<file path="config.mk">
export PLATFORM = sky130hd
export DESIGN_NAME = fifo_reader
export DESIGN_NICKNAME = d
export VERILOG_FILES = /design/src/rtl/fifo_reader.sv
export SDC_FILE = /design/constraint.sdc
export NUM_CORES = 1
export LEC_CHECK = 0
export CORE_MARGIN = 4
export CORE_UTILIZATION = 35
export DETAILED_ROUTE_END_ITERATION = 16
export PLACE_DENSITY = 0.76
export SLEW_MARGIN = 25
export SYNTH_ARGS = -nofsm -noshare
export SYNTH_HDL_FRONTEND = slang
export SYNTH_SLANG_ARGS = --single-unit
export TNS_END_PERCENT = 50
</file>
<file path="constraint.sdc">
create_clock -name clk -period 1.7 [get_ports clk]
set_input_delay 0.34 -clock clk [delete_from_list [all_inputs] [get_ports clk]]
set_output_delay 0.34 -clock clk [all_outputs]
set_load 0.02 [all_outputs]
</file>
<file path="src/rtl/fifo_reader.sv">
// Read-side controller for a byte FIFO: pops one byte per REQ cycle and presents it on a
// valid/ready stream, counting delivered bytes.
module fifo_reader #(
    parameter int unsigned DW = 8,
    parameter int unsigned CW = 5,
    parameter int unsigned NW = 16
) (
    input  logic          clk,
    input  logic          rst,
    input  logic          en,
    input  logic          fifo_empty,
    input  logic [CW-1:0] fifo_cnt,
    input  logic [DW-1:0] fifo_data,
    output logic          fifo_rd,
    output logic [DW-1:0] m_data,
    output logic          m_valid,
    input  logic          m_ready,
    output logic [CW-1:0] level,
    output logic [NW-1:0] rd_count
);

    typedef enum logic [1:0] {
        StIdle,
        StReq,
        StHold
    } state_e;

    state_e        state_q, state_d;
    logic [DW-1:0] m_data_q, m_data_d;
    logic          m_valid_q, m_valid_d;
    logic [NW-1:0] rd_count_q, rd_count_d;
    logic [CW-1:0] level_q;
    logic          can_pop;

    // fifo_empty is only looked at in IDLE/HOLD, a full cycle after any pop settles.
    assign can_pop = en && !fifo_empty;

    always_comb begin
        state_d    = state_q;
        m_data_d   = m_data_q;
        m_valid_d  = m_valid_q;
        rd_count_d = rd_count_q;
        case (state_q)
            StIdle: begin
                if (can_pop) begin
                    state_d = StReq;
                end
            end
            StReq: begin
                // The FIFO popped on the falling edge; its data_out now holds the byte.
                m_data_d  = fifo_data;
                m_valid_d = 1'b1;
                state_d   = StHold;
            end
            StHold: begin
                if (m_ready) begin
                    m_valid_d  = 1'b0;
                    rd_count_d = rd_count_q + 1'b1;
                    state_d    = can_pop ? StReq : StIdle;
                end
            end
            default: begin
                m_valid_d = 1'b0;
                state_d   = StIdle;
            end
        endcase
    end

    always_ff @(posedge clk) begin
        if (!rst) begin
            state_q    <= StIdle;
            m_data_q   <= '0;
            m_valid_q  <= 1'b0;
            rd_count_q <= '0;
            level_q    <= '0;
        end else begin
            state_q    <= state_d;
            m_data_q   <= m_data_d;
            m_valid_q  <= m_valid_d;
            rd_count_q <= rd_count_d;
            level_q    <= fifo_cnt;
        end
    end

    assign fifo_rd  = (state_q == StReq);
    assign m_data   = m_data_q;
    assign m_valid  = m_valid_q;
    assign rd_count = rd_count_q;
    assign level    = level_q;

endmodule

</file>
==> results of run 1 <==
## metal layers
layer  vias up  wire length (um)
met2        38              1580
met4         0                53
met3         9               259
li1        608                 -
met1       548              1360
met5         -                 0
## cells in the final DEF (no fill, tap or decap), types with 5 or more instances in the layout
master           netlist  layout
a21oi_1               13      13
clkbuf_4               0       5
clkdlybuf4s50_1        0      31
dlygate4sd2_1          0      13
nand3_1                6       6
nor2_1                10      10
nand2_1               22      22
and2_1                 5       5
buf_4                  0      13
dfxtp_1               32      28
xnor2_1                7       7
## metrics by stage
step / setup TNS [ns] / setup WS (ns) / area [um^2] / hold slack, ns
after floorplan: 0 / 0.0641 / 1270 / 0.423
after CTS: 0 / 0.00350 / 1970 / 0.462
after global routing: 0 / 0.00499 / 1980 / 0.492
after detailed placement: -1.58 / -0.233 / 1890 / 0.449
final: 0 / 0.0519 / 1980 / 0.464
after global placement: -0.762 / -0.113 / 1890 / 0.440
## worst reg2reg max path: cells and delay by family (launching register included)
family | cells | cell delay, ns
compound gates | 1 | 0.15
flops | 1 | 0.41
simple gates | 3 | 0.95
## flip-flops by register name (all words and copies together), names as in the netlist
| name | count |
|---|---|
| rd_count | 16 |
| m_data | 8 |
| level | 5 |
| m_valid | 1 |
| state_q | 2 |
## power groups by stage
stage	registers [mW]	logic (mW)	clock network, mW
2_1_floorplan	0.809	0.0350	0
3_3_place_gp	0.790	0.138	0
3_5_place_dp	0.791	0.140	0
4_1_cts	0.774	0.140	0.661
5_1_grt	0.776	0.151	0.693
6_report	0.774	0.138	0.646
## how the worst max path moves through the flow
| stage | start | slack [ns] | end |
|---|---|---|---|
| after floorplan | rd_count[7] | 0.06 | rd_count[14] |
| final | rd_count[15] | 0.05 | rd_count[15] |
| after global placement | m_ready | -0.11 | rd_count[12] |
| after global routing | m_data[7] | 0.005 | m_data[7] |
| after CTS | rd_count[10] | 0.004 | rd_count[10] |
| after detailed placement | m_ready | -0.23 | rd_count[15] |
## kinds of logic (layout without fill, tap and decap cells)
family | count (synthesis) | count (layout)
multiplexers | 3 | 3
adder cells (fa/ha/maj) | 1 | 1
buffers and inverters | 10 | 74
AO/OA/AOI/OAI | 20 | 20
flip-flops | 32 | 32
AND/OR/NAND/NOR | 66 | 66
XOR/XNOR | 9 | 9
## timing repair
item | CTS | global route
cloned | 0 | 0
resized for setup | 14 | 7
endpoints found under the setup margin | 13 | 6
## layout make-up
cell class | instances | share of cell area
multi-input combinational | 99 | 0.298
tap | 46 | 0.0291
clock inverter | 1 | 0.0152
timing repair buffer | 61 | 0.289
sequential | 32 | 0.326
inverter | 5 | 0.00948
clock buffer | 7 | 0.0329
==> flow_summary.ini, run 1 <==
[yosys]
ys_seq_area_frac = 0.504
synth_fp_nets = 160
synth_top_family_by_area = simple AND/OR/NAND/NOR gates
yosys_warnings = 0
syn_inst = 141
syn_area_um2 = 1270
synth_seq_cells = 32
synth_simple_gate_area_frac = 0.280
synth_top_area_frac = 0.504
ys_top_cells_by_count = dfxtp_1 (32), nand2_1 (22), a21oi_1 (13)
synth.distinct_cells = 33
async_flop_share = 0
synth_compound_area_frac = 0.0897
synth_fa_ha_area_frac = 0.00985
yosys.area.top_type = dfxtp_1
synth-xor-area-share = 0.0621
synth_edf_count = 0
ys.flop_type = dfxtp_1
synth_area_leaders = dfxtp_1 (50%), nand2_1 (6.5%), a21oi_1 (5.1%)
syn_avg_cell_area_um2 = 9.01
muxShareOfSynthArea = 0.0236
yosysMostFrequentCell = dfxtp_1

[floorplanning]
rows = 21
core_area_um2 = 3420
fp.dieW_um = 68.2
die_h_um = 68.2
io_pins = 49
start_util = 0.372
fp.dieArea_um2 = 4660

[timing]
hold_viol = 0
setup_viol = 0
fin_crit_sh = 0.969
tightest_slew_ns = 0.482
max_freq_mhz = 607
slew_violations = 0
finClkSkew_ns = 0.00883
rsz0062_at_grt = false
slew_headroom = 0.676
finalCriticalPeriod_ns = 1.65

[cts]
cts-buffers-inserted = 5
cts_tree = done
h-tree-depth = 2
cts-root-buf = clkbuf_4
cts_buffer_depth = 2
clock-sinks = 32
cts_hold_repair.buffers = 0
cts_setup_buffers = 0
clk_latency_ns = 0.33
clk_pin_slew_ns = 0.10

[setup_path]
crit_chain = clkdlybuf4s50_1
cp_num_buf_inv = 1
endpoint_kind = primary output
r2r_start = rd_count[3]
path_delay_family = buffers and inverters
crit_cells = 1
cp-start-kind = flip-flop
r2r_cells = 4
cp.required_ns = 1.36
arrival_ns = 1.31
timing.rr.end = rd_count[12]
slowest_stage = clkdlybuf4s50_1
crit_type = flip-flop to primary output
r2r_setup_slack_ns = 0.14
slowest_delay_ns = 0.62
worstPathMaxFanout = 3

[job]
maxCapViolations = 0

[power_and_ir_drop]
power_frac_clock = 0.415
ir_worst_vdd_v = 0.000410
switchingPower_mw = 0.324
share_comb_of_total_power = 0.089
power.share.switching = 0.208
powerDensity_nw_per_um2 = 788
intPower_mw = 1.24
finalPower_mw = 1.56
seqPwrFrac = 0.497
p_leak_nw = 0.873

[global_route]
grt.total_usage = 0.152
grt_pass1_wl_um = 5350
use_met3 = 0.0525
gr-usage-met2 = 0.260
grt_max_degree = 19
antenna_found_initial = 0
gr-total-overflow = 0
grt_pass1_vias = 1207
grtUsageMet1 = 0.173
grt_busiest_layer = met2

[finish]
final_cells = 251
final_core_util = 0.579
nets = 223
drive_gt1_frac = 0.146
seqCellArea_um2 = 646
n_antenna_cell = 0
syn2layout_area_growth_pct = 55.9
final.fill_count = 322
multi_input_area_um2 = 591

[drt]
ant_nets = 0
wl_per_cell_um = 13.0
drtIter0Drc = 41
wl_um = 3260
route.vias.total = 1203
first_pass_iters = 4
viasPerCell = 4.79
drc = 0

[min_path]
worstHoldStart = m_data[4]
hp-class = flip-flop to flip-flop
worstHoldPathCells = 2
hold_path_end = m_data[4]

[placed_design]
port_buffers = 48
hpwlAfterDp_um = 2440
gp_congestion = 0.800
place_inst = 243

[outcome]
status = completed
No activity file was read; power rests on OpenSTA's default activity.
==> inputs of run 2 (changes only) <==
--- a/config.mk
+++ b/config.mk
@@ -5,10 +5,13 @@
 export SDC_FILE = /design/constraint.sdc
 export NUM_CORES = 1
 export LEC_CHECK = 0
+export CAP_MARGIN = 25
 export CORE_MARGIN = 4
 export CORE_UTILIZATION = 35
+export CTS_CLUSTER_SIZE = 20
 export DETAILED_ROUTE_END_ITERATION = 16
 export PLACE_DENSITY = 0.76
+export SKIP_LAST_GASP = 1
 export SLEW_MARGIN = 25
 export SYNTH_ARGS = -nofsm -noshare
 export SYNTH_HDL_FRONTEND = slang
==> run 2 against run 1 <==
Maximum frequency shrank 3.0%. Combinational power is essentially flat. Non-clock buffer count unchanged. First-iteration DRC count up 2.4%. Register-to-register slack about the same. Global-route usage about the same. Setup slack got worse by 0.051 ns. Hold slack is the same.
==> flow_summary.ini, run 2 (same netlist as run 1, synthesis figures left out) <==
[drt]
wl_per_cell_um = 13.0
drc = 0
drtIter0Drc = 42
first_pass_iters = 4
ant_nets = 0
viasPerCell = 4.80
wl_um = 3260
route.vias.total = 1206

[global_route]
grt.total_usage = 0.151
grtUsageMet1 = 0.172
gr-total-overflow = 0
grt_busiest_layer = met2
grt_pass1_wl_um = 5330
grt_max_degree = 19
use_met3 = 0.0525
grt_pass1_vias = 1205
gr-usage-met2 = 0.260
antenna_found_initial = 0

[placed_design]
hpwlAfterDp_um = 2440
place_ws_ns = -0.233
gp_congestion = 0.800
postPlaceCellArea_um2 = 1890
port_buffers = 48

[floorplanning]
io_pins = 49
start_util = 0.372
die_h_um = 68.2
fp.dieW_um = 68.2
rows = 21
fp.dieArea_um2 = 4660
core_area_um2 = 3420

[setup_path]
r2r_start = rd_count[3]
slowest_stage = clkdlybuf4s50_1
cp.required_ns = 1.36
cp_num_buf_inv = 1
crit_chain = clkdlybuf4s50_1
cp-start-kind = flip-flop
r2r_cells = 4
path_delay_family = buffers and inverters
endpoint_kind = primary output
worstPathMaxFanout = 3
r2r_setup_slack_ns = 0.14
slowest_delay_ns = 0.63
crit_cells = 1
arrival_ns = 1.36
cp-startpoint = rd_count[9]
timing.rr.end = rd_count[14]
crit_end = rd_count[9]
crit_type = flip-flop to primary output

[timing]
fin_crit_sh = 0.999
max_freq_mhz = 589
hold_viol = 0
finalCriticalPeriod_ns = 1.70
slew_violations = 0
setup_viol = 0
tightest_slew_ns = 0.481
worst_slack_ns = 0.00110
slew_headroom = 0.676
finClkSkew_ns = 0.00885
rsz0062_at_grt = true

[cts]
cts-root-buf = clkbuf_4
cts-buffers-inserted = 5
cts_buffer_depth = 2
clk_latency_ns = 0.33
h-tree-depth = 2
clock-sinks = 32
clk_pin_slew_ns = 0.10
cts_tree = done
cts_hold_repair.buffers = 0

[finish]
n_antenna_cell = 0
final.fill_count = 321
seqCellArea_um2 = 646
drive_gt1_frac = 0.146
layout_commonest_cell = clkdlybuf4s50_1
syn2layout_area_growth_pct = 56.7
largest_register_ffs = 16
final_area_um2 = 1990
final_cell_mix = clkdlybuf4s50_1 (37), dfxtp_1 (28), nand2_1 (22)
nets = 223
multi_input_area_um2 = 591

[power_and_ir_drop]
powerDensity_nw_per_um2 = 783
p_leak_nw = 0.859
ir_worst_vdd_v = 0.000410

[outcome]
status = completed

[min_path]
hp-class = flip-flop to flip-flop

[job]
maxCapViolations = 0
run 2: how the worst min path moves through the flow:
stage / from / endpoint / slack (ns) / cells past startpoint
2_1_floorplan: fifo_empty / state_q[0] / 0.42 / 1
3_3_place_gp: m_data[7] / m_data[7] / 0.44 / 2
3_5_place_dp: m_data[4] / m_data[4] / 0.45 / 2
4_1_cts: m_data[4] / m_data[4] / 0.46 / 2
5_1_grt: m_data[7] / m_data[7] / 0.49 / 2
6_report: m_data[4] / m_data[4] / 0.46 / 2
run 2: through the flow:
stage	std cells	util	TNS (ns)	total power, mW	hold WS, ns
3_5_place_dp	243	0.552	-1.58	0.932	0.449
2_1_floorplan	141	-	0	0.844	0.423
3_3_place_gp	243	0.552	-0.762	0.928	0.440
5_1_grt	251	0.583	-0.239	1.62	0.492
4_1_cts	251	0.578	-0.258	1.58	0.462
6_report	251	0.583	0	1.56	0.464
run 2: what timing repair did:
item,CTS,global route
resized for setup,7,8
endpoints found under the setup margin,13,13
buffers inserted,0,0
run 2: cell type report:
type | count | share of cell area
flip-flops and latches | 32 | 0.324
well taps | 46 | 0.0289
clock inverters | 1 | 0.0151
clock buffers | 7 | 0.0327
multi-input cells | 99 | 0.297
repair buffers | 61 | 0.293
inverters | 5 | 0.00943
run 2: per-layer routing:
layer	vias up	share of wire
met4	0	0.017
met3	9	0.085
li1	607	-
met1	547	0.41
met2	43	0.49
met5	-	0
run 2: power by group:
group          internal (mW)  leakage, nW  switching (mW)  total, mW
Clock                  0.390       0.0515           0.256      0.646
Combinational         0.0796        0.546          0.0593      0.139
Sequential             0.766        0.262         0.00829      0.774
Total                   1.24        0.859           0.324       1.56
==> inputs of run 3 (changes only) <==
==> constraint.sdc (replaced) <==
create_clock -name clk -period 1.7 [get_ports clk]
set_input_delay 0.34 -clock clk [delete_from_list [all_inputs] [get_ports clk]]
set_output_delay 0.34 -clock clk [all_outputs]
set_load 0.05 [all_outputs]
==> run 3 against run 2 <==
Sequential power about the same. Critical path depth increased by 2. Clock skew about the same. First-iteration DRC count decreased by 7.1%.
==> flow_summary.ini, run 3 (same netlist as run 1, synthesis figures left out) <==
[outcome]
status = completed

[setup_path]
endpoint_kind = primary output
slowest_stage = dfxtp_2
cp.required_ns = 1.36
crit_type = flip-flop to primary output
cp-start-kind = flip-flop
arrival_ns = 1.22
slowest_delay_ns = 0.39
crit_chain = nand2b_1 -> clkinv_2 -> buf_4
worstPathMaxFanout = 9

[drt]
viasPerCell = 4.78
wl_um = 2950
first_pass_iters = 4
wl_met1_um = 1280
ant_nets = 0
wl_met3_um = 243
route.vias.total = 1172
highest_layer = met4
drtIter0Drc = 39
wl_met2_um = 1390
drc = 0
wl_per_cell_um = 12.1

[timing]
setup_viol = 0
hold_viol = 0
finalCriticalPeriod_ns = 1.56
hold_ws_ns = 0.461
slew_headroom = 0.776
finClkSkew_ns = 0.00858
rsz0062_at_grt = false
tightest_slew_ns = 0.328
max_freq_mhz = 641
slew_violations = 0
fin_crit_sh = 0.918

[floorplanning]
start_util = 0.372
die_h_um = 68.2
io_pins = 49
rows = 21
fp.dieW_um = 68.2
core_area_um2 = 3420
fp.dieArea_um2 = 4660

[cts]
cts_buffer_depth = 2
clk_pin_slew_ns = 0.09
h-tree-depth = 2
cts-root-buf = clkbuf_4
cts_hold_repair.buffers = 0
cts-buffers-inserted = 5
cts_tree = done
clk_latency_ns = 0.33
clock-sinks = 32
cts_setup_buffers = 0

[power_and_ir_drop]
finalPower_mw = 1.39
powerDensity_nw_per_um2 = 750
ir_worst_vdd_v = 0.000301
p_leak_nw = 0.759

[finish]
layout_commonest_cell = buf_4
syn2layout_area_growth_pct = 45.7
final_cell_mix = buf_4 (37), nand2_1 (22), dfxtp_1 (20)
drive_gt1_frac = 0.312
final.fill_count = 332
n_antenna_cell = 0
largest_register_ffs = 16
nets = 217

[global_route]
grt_pass1_vias = 1097
antenna_found_initial = 0
gr-total-overflow = 0
grt_max_degree = 24
grt.total_usage = 0.134
grt_pass1_wl_um = 4640

[placed_design]
port_buffers = 48
gp_congestion = 0.786
hpwlAfterDp_um = 2240

[job]
maxCapViolations = 0

[min_path]
hp-class = flip-flop to flip-flop
## run 3: routing by layer
| metal | vias to the layer above | GRT usage |
|---|---|---|
| met5 | - | 0 |
| met4 | 0 | 0.0521 |
| met3 | 7 | 0.0542 |
| met2 | 38 | 0.225 |
| met1 | 527 | 0.150 |
| li1 | 600 | - |
## run 3: final cells by class
class / instances / area [um^2] / area share
tap: 46 / 57.6 / 0.0311
inverter: 5 / 20.0 / 0.0108
multi-input combinational: 99 / 591 / 0.319
clock buffer: 8 / 58.8 / 0.0318
sequential: 32 / 656 / 0.354
timing repair buffer: 55 / 468 / 0.253
## run 3: worst paths after layout
path | from | endpoint | slack (ns) | cells past startpoint
hold reg to reg | m_data[6] | m_data[6] | 0.46 | 2
setup / recovery | state_q[1] | fifo_rd | 0.14 | 3
hold / removal | m_data[6] | m_data[6] | 0.46 | 2
setup reg to reg | rd_count[3] | rd_count[12] | 0.15 | 4
## run 3: timing repair
| item | in CTS | in global routing |
|---|---|---|
| gates resized for setup | 1 | 1 |
| hold endpoints to repair | 0 | 0 |
| endpoints found under the setup margin | 1 | 1 |
## run 3: power breakdown
part	internal (mW)	switching (mW)
logic	0.0712	0.0925
clock network	0.204	0.245
registers	0.766	0.00890
total	1.04	0.347
## run 3: critical path: cells and delay by family (launching register included)
kind,cells,cell delay [ns]
buf+inv,2,0.35
flops,1,0.39
simple gates,1,0.16
## run 3: through the flow
stage	setup slack (ns)	area, um^2	cells	TNS (ns)	utilization
after floorplan	0.0468	1280	141	0	-
after global placement	-0.123	1790	237	-0.818	0.524
after detailed placement	-0.207	1790	237	-1.17	0.524
after CTS	0.0419	1850	245	0	0.541
after global routing	0.0262	1850	245	0	0.542
final	0.140	1850	245	0	0.542
